[config.mk]
export PLATFORM = sky130hd
export DESIGN_NAME = filtro_fir_pipe
export DESIGN_NICKNAME = d
export VERILOG_FILES = /design/src/rtl/fir_pkg.sv /design/src/rtl/filtro_fir_coef_bank.sv /design/src/rtl/filtro_fir_pipe.sv
export SDC_FILE = /design/constraint.sdc
export NUM_CORES = 1
export LEC_CHECK = 0
export ABC_AREA = 1
export BUFFER_PORTS_ARGS = -buffer_cell sky130_fd_sc_hd__clkbuf_2
export CORE_MARGIN = 2
export CORE_UTILIZATION = 60
export DETAILED_ROUTE_END_ITERATION = 8
export PLACE_DENSITY = 0.88
export SYNTH_ARGS = -nofsm -noshare
export SYNTH_HDL_FRONTEND = slang
export SYNTH_SLANG_ARGS = --single-unit
[constraint.sdc]
create_clock -name clk -period 15.5 [get_ports clk]
set_clock_uncertainty 0.15 [all_clocks]
set_input_delay 3.1 -clock clk [delete_from_list [all_inputs] [get_ports clk]]
set_output_delay 3.1 -clock clk [all_outputs]
set_load 0.005 [all_outputs]
[src/rtl/fir_pkg.sv]
// Shared FIR helpers: width derivation, clog2, saturate-and-slice of the accumulator.
// Latency: n/a (pure functions). Backpressure: n/a. Build option: FIR_SATURATE_EN selects clamp vs wrap.
package fir_pkg;

`ifdef FIR_SATURATE_EN
  localparam bit SAT_EN = 1'b1;
`else
  localparam bit SAT_EN = 1'b0;
`endif

  function automatic int clog2(input int v);
    int r;
    r = 0;
    for (int i = 0; i < 31; i++) begin
      if ((1 << i) < v) r = i + 1;
    end
    return r;
  endfunction

  function automatic int ww_p(input int ww_in, input int ww_cf);
    return ww_in + ww_cf;
  endfunction

  function automatic int ww_acc(input int ww_in, input int ww_cf, input int n_taps);
    return ww_in + ww_cf + clog2(n_taps);
  endfunction

  // acc arrives sign-extended to 64 bits; the low wo bits of the result are the output.
  // The slice acc[wp-1 -: wo] is a floor shift; overflow means acc does not fit in wp bits.
  function automatic logic [63:0] slice_out(input logic signed [63:0] acc,
                                            input int wp, input int wo);
    logic signed [63:0] hi;
    logic        [63:0] res;
    res = 64'(acc >>> (wp - wo));
    hi  = acc >>> (wp - 1);
    if (SAT_EN && (hi != '0) && (hi != '1)) begin
      if (acc[63]) res = 64'd1 << (wo - 1);
      else         res = (64'd1 << (wo - 1)) - 64'd1;
    end
    return res;
  endfunction

endpackage

[src/rtl/filtro_fir_coef_bank.sv]
// Coefficient register file: N_TAPS x WW_COEFF, reset to zero, one write port, all taps read in parallel.
// Latency: a write is visible on the read port the cycle after its edge. Backpressure: none, writes always land.
module fir_coef_bank
  import fir_pkg::*;
#(
  parameter int N_TAPS   = 4,
  parameter int WW_COEFF = 8,
  localparam int AW      = clog2(N_TAPS)
) (
  input  logic                             clk,
  input  logic                             i_srst,
  input  logic                             i_we,
  input  logic [AW-1:0]                    i_addr,
  input  logic [WW_COEFF-1:0]              i_data,
  output logic [N_TAPS-1:0][WW_COEFF-1:0]  o_coef
);

  // Out-of-range addresses simply match no tap.
  always_ff @(posedge clk) begin
    if (i_srst) begin
      o_coef <= '0;
    end else if (i_we) begin
      for (int k = 0; k < N_TAPS; k++) begin
        if (int'(i_addr) == k) o_coef[k] <= i_data;
      end
    end
  end

endmodule

[src/rtl/filtro_fir_pipe.sv]
// Pipelined N-tap direct-form FIR with writable coefficients; FIR_SATURATE_EN clamps the output slice.
// Latency: sample accepted at edge k is on o_os_dv after edge k+1. Backpressure: o_is_rfd = i_en & (~o_os_dv | i_os_rfd), stall holds all stages.
module filtro_fir_pipe
  import fir_pkg::*;
#(
  parameter int N_TAPS    = 4,
  parameter int WW_INPUT  = 8,
  parameter int WW_COEFF  = 8,
  parameter int WW_OUTPUT = 8,
  localparam int AW       = clog2(N_TAPS),
  localparam int WW_P     = ww_p(WW_INPUT, WW_COEFF),
  localparam int WW_ACC   = ww_acc(WW_INPUT, WW_COEFF, N_TAPS)
) (
  input  logic                        clk,
  input  logic                        i_srst,
  input  logic                        i_en,
  input  logic signed [WW_INPUT-1:0]  i_is_data,
  input  logic                        i_is_dv,
  output logic                        o_is_rfd,
  output logic [WW_OUTPUT-1:0]        o_os_data,
  output logic                        o_os_dv,
  input  logic                        i_os_rfd,
  input  logic                        i_coef_we,
  input  logic [AW-1:0]               i_coef_addr,
  input  logic [WW_COEFF-1:0]         i_coef_data
);

  logic                              adv;
  logic [N_TAPS-1:0][WW_COEFF-1:0]   coef;
  logic signed [WW_INPUT-1:0]        dly  [N_TAPS-1];
  logic signed [WW_INPUT-1:0]        tap  [N_TAPS];
  logic signed [WW_P-1:0]            prod [N_TAPS];
  logic                              v1;
  logic signed [WW_ACC-1:0]          acc;

  assign adv      = i_en & (~o_os_dv | i_os_rfd);
  assign o_is_rfd = adv;

  fir_coef_bank #(
    .N_TAPS   (N_TAPS),
    .WW_COEFF (WW_COEFF)
  ) u_coef_bank (
    .clk    (clk),
    .i_srst (i_srst),
    .i_we   (i_coef_we),
    .i_addr (i_coef_addr),
    .i_data (i_coef_data),
    .o_coef (coef)
  );

  // tap[0] is the incoming sample, tap[k] is x[n-k] held in the delay line.
  always_comb begin
    tap[0] = i_is_data;
    for (int k = 1; k < N_TAPS; k++) tap[k] = dly[k-1];
  end

  // Products use the coefficients registered before this edge, so a same-edge write lands next sample.
  always_ff @(posedge clk) begin
    if (i_srst) begin
      v1 <= 1'b0;
      for (int k = 0; k < N_TAPS; k++)     prod[k] <= '0;
      for (int k = 0; k < N_TAPS - 1; k++) dly[k]  <= '0;
    end else if (adv) begin
      v1 <= i_is_dv;
      for (int k = 0; k < N_TAPS; k++)
        prod[k] <= WW_P'(tap[k]) * WW_P'($signed(coef[k]));
      if (i_is_dv) begin
        dly[0] <= i_is_data;
        for (int k = 1; k < N_TAPS - 1; k++) dly[k] <= dly[k-1];
      end
    end
  end

  always_comb begin
    acc = '0;
    for (int k = 0; k < N_TAPS; k++) acc = acc + WW_ACC'(prod[k]);
  end

  always_ff @(posedge clk) begin
    if (i_srst) begin
      o_os_data <= '0;
      o_os_dv   <= 1'b0;
    end else if (adv) begin
      o_os_data <= WW_OUTPUT'(slice_out(64'(acc), WW_P, WW_OUTPUT));
      o_os_dv   <= v1;
    end
  end

endmodule

==> impl_results.md <==
* Result of the run: completed
* Placed Instances at 2518
* Vertical die dimension at 172 um
* Endpoint required time on the critical path at 15.53 ns
* Number of resized instances in the post-cts repair step at 0
* Met1 WL at 15200 um
* Maximum ir drop on the vdd rail at 77.6 uV
* CTS clk-pin slew, worst paths at 0.06 ns
* Later-pin clock latency in the skew report at 0.43 ns
* Via total after detailed routing at 13600
* Overall routing resource usage at 0.302
* Slew HR at 0.261
* Die ar. at 0.0296 sq mm
* Standard cell core area at 0.0278 sq mm
* Global-route congestion overflow total at 0
* Detailed Route Iter0 Violations at 1096
* Number of warnings printed during yosys synthesis at 0
* Width of the chip at 172 um
* Flop and latch count out of synthesis at 130
* Critical-path cell with the highest stage delay: sky130_fd_sc_hd__fa_1
* Number of antenna repair diodes at 0
* Proportion of layout cells with a drive suffix above 1 at 0.0465
* Achievable Freq at 0.145 GHz
* Slew @ Worst Pin at 1.11 ns
* Synthesized-area fraction occupied by ao, oa, aoi and oai cells at 0.0550
* Mux cell area share after synthesis at 0
* First drt pass iteration count at 8
* Arrival time of data at the critical path endpoint at 6.93 ns
* TritonCTS clock tree: built
* Power density cells at 71.3 mW/mm^2
* Buffer levels on the longest clock path at 2
* Final setup TNS at 0 ns
* Initial standard-cell utilization of the core at 0.611
* Leak Pwr at 10.4 nW
* Remaining antenna violation count at 0
* Mapped cell area at 0.0170 sq mm
* Minimum clock period at 6.91 ns
* Sequence of cells on the critical path: clkbuf_2 -> nand2_1 -> fa_1 -> inv_1 -> fa_1 -> inv_1 -> fa_1 -> inv_1 -> fa_1 -> ha_1 -> a21oi_1 -> a21boi_0 -> nand3_1 -> a21oi_1 -> nor2_1
* Synthesized-area fraction occupied by adder cells at 0.389
* Wirelength per Cell at 16.2 um
* RD Place Congestion at 0.953
* Met2 Routed Length at 19900 um
* Cts bufs inserted at 17
* First-pass GRT wire length at 68800 um
* Post-synthesis sequential area ratio at 0.205
* Critical-path maximum fanout at 9
* Routed met3 length at 3920 um
* Routed vias/inst at 5.34
* Final slew viol count at 0
* Worst hold path class: reg2reg
* Number of failing hold endpoints at the final stage at 0
* Largest family of logic cells by synthesized area: adder cells
* Number of placed I/O pins at 34
* Proportion of register bits with asynchronous set or reset after synthesis at 0
* Number of nets in the layout at 2561
* Startpoint type of the worst setup path: input port
* Filler-free cell count of the finished design at 2550
* Syn_area_per_cell at 7.79 sq um
* Setup-violating endpoint count in the final report at 0
* DP Area at 0.0173 sq mm
* Via count of the first global-routing pass at 14500
* Post-detailed-routing wire length at 41400 um
* Kind of cell adding the most delay to the critical path: adder cells
* Simple logic cell fraction of the synthesized area at 0.185
* Kind of end point of the critical path: flip-flop
* Period utilisation layout at 0.446
* WP buf/inv at 4
* Top layer used by detailed routing: met5
* Number of violations of the max-capacitance limit at 0
* Pin count of the biggest net entering global routing at 67
* Drc violations at 0
* Buffer cell driving the clock tree root: sky130_fd_sc_hd__clkbuf_16
* Antenna violations before repair at 2
* Most used flip-flop cell after synthesis: sky130_fd_sc_hd__edfxtp_1
* Number of sinks handled by clock tree synthesis at 130
* Crit-path most repeated cell: sky130_fd_sc_hd__fa_1
* Cells after Synth at 2178
* Post-cts hold buffer count at 0
* Number of nets produced by synthesis at 2580
* Buffers on Ports at 33
* Layout Area Growth over Synthesis at 5.38%
* Cell variety after synth at 41
* Number of H-tree branching levels at 4
* EDFF count, synth at 88
* Buffer count from post-CTS setup fixing at 0
* FP Rows at 61
* Critical path start-end classification: in2reg
* Xor/xnor share of the synthesized area at 0.00568
* Final cell area excluding filler cells at 0.0179 sq mm
* Detailed placement HPWL at 32900 um
* Delay of the slowest cell on the worst path at 0.69 ns
* PnR Total Power at 1.28 mW
* Setup repair after global routing missed its margin: no
## worst reg2reg max path: stages, from the launching register on
cell and delay (ns):
sky130_fd_sc_hd__dfxtp_1 0.60, sky130_fd_sc_hd__nand2_1 0.23, sky130_fd_sc_hd__fa_1 0.69, sky130_fd_sc_hd__inv_1 0.13
sky130_fd_sc_hd__fa_1 0.51, sky130_fd_sc_hd__inv_1 0.06, sky130_fd_sc_hd__fa_1 0.50, sky130_fd_sc_hd__inv_1 0.06
sky130_fd_sc_hd__fa_1 0.45, sky130_fd_sc_hd__ha_1 0.34, sky130_fd_sc_hd__a21oi_1 0.21, sky130_fd_sc_hd__a21boi_0 0.20
sky130_fd_sc_hd__nand3_1 0.13, sky130_fd_sc_hd__a21oi_1 0.16, sky130_fd_sc_hd__nor2_1 0.07
## per-stage QoR
stage | util | hold WS, ns | setup slack, ns
global placement | 0.623 | 0.292 | 8.38
global route | 0.644 | 0.329 | 8.31
finish | 0.644 | 0.304 | 8.59
detailed placement | 0.623 | 0.298 | 8.26
floorplan | - | 0.290 | 8.47
CTS | 0.644 | 0.309 | 8.60
## state kept, by name (all words and copies together) (netlist names)
signal,flops
u_coef_bank.o_coef,32
dly,24
v1,1
prod,64
o_os_dv,1
o_os_data,8
## cells in the mapped netlist, drive strengths merged (2+ instances only)
| master | count | area (sq um) |
|---|---|---|
| a21boi | 2 | 15.0 |
| a21o | 7 | 52.6 |
| a21oi | 83 | 445 |
| and2 | 3 | 18.8 |
| buf | 12 | 75.1 |
| clkbuf | 60 | 225 |
| dfxtp | 42 | 841 |
| edfxtp | 88 | 2640 |
| fa | 249 | 4980 |
| ha | 129 | 1610 |
| inv | 644 | 2420 |
| nand2 | 498 | 1880 |
| nand3 | 71 | 360 |
| nand3b | 7 | 52.6 |
| nand4 | 2 | 12.5 |
| nor2 | 188 | 752 |
| nor3 | 5 | 46.3 |
| o21a | 2 | 15.0 |
| o21ai | 66 | 349 |
| o21bai | 5 | 37.5 |
| or2 | 2 | 12.5 |
| xnor2 | 6 | 52.6 |
| xor2 | 5 | 43.8 |
## report_power, final
part           switching (mW)  total (mW)  leakage, nW  internal, mW
combinational           0.277       0.433         8.83         0.156
clock                   0.169       0.395        0.273         0.226
sequential             0.0431       0.448         1.31         0.405
## worst paths after layout
check | end | depth (start not counted) | slack, ns | start
setup / recovery | prod[0][15] | 15 | 8.59 | i_is_data[7]
hold / removal | o_os_data[6] | 2 | 0.30 | o_os_data[6]
setup reg to reg | prod[0][15] | 14 | 10.78 | u_coef_bank.o_coef[2]
hold reg to reg | o_os_data[6] | 2 | 0.30 | o_os_data[6]
## routing by layer
metal  up-vias  track usage
met4         2        0.167
li1       6299            -
met5         -            0
met2       684        0.514
met3       161       0.0755
met1      6466        0.351
## layout by cell type, fill, tap and decap left out, types with 6 or more instances in the layout
cell / instances
sky130_fd_sc_hd__nand2_1: 492
sky130_fd_sc_hd__inv_1: 634
sky130_fd_sc_hd__o21ai_1: 10
sky130_fd_sc_hd__clkbuf_16: 17
sky130_fd_sc_hd__ha_1: 129
sky130_fd_sc_hd__a21oi_1: 77
sky130_fd_sc_hd__inv_2: 10
sky130_fd_sc_hd__nor2_1: 181
sky130_fd_sc_hd__xnor2_1: 6
sky130_fd_sc_hd__clkbuf_2: 33
sky130_fd_sc_hd__nand2_2: 6
sky130_fd_sc_hd__o21ai_0: 53
sky130_fd_sc_hd__fa_1: 249
sky130_fd_sc_hd__nand3_1: 70
sky130_fd_sc_hd__a21o_1: 7
sky130_fd_sc_hd__nand3b_1: 7
sky130_fd_sc_hd__dfxtp_1: 42
sky130_fd_sc_hd__edfxtp_1: 88
## logic make-up (layout without fill, tap and decap cells)
group	Yosys count	after routing
flops	130	130
simple gates	776	776
compound gates	167	167
buf+inv	716	710
xor+xnor	11	11
fa+ha+maj	378	378
## area by class of cell
type / count / area, sq um
fillers: 2207 / 9900
flip-flops and latches: 130 / 3480
repair buffers: 34 / 173
clock inverters: 14 / 128
clock buffers: 18 / 439
well taps: 378 / 473
multi-input cells: 1332 / 10800
inverters: 644 / 2420
Note: power is estimated with default switching activity, not from simulation.
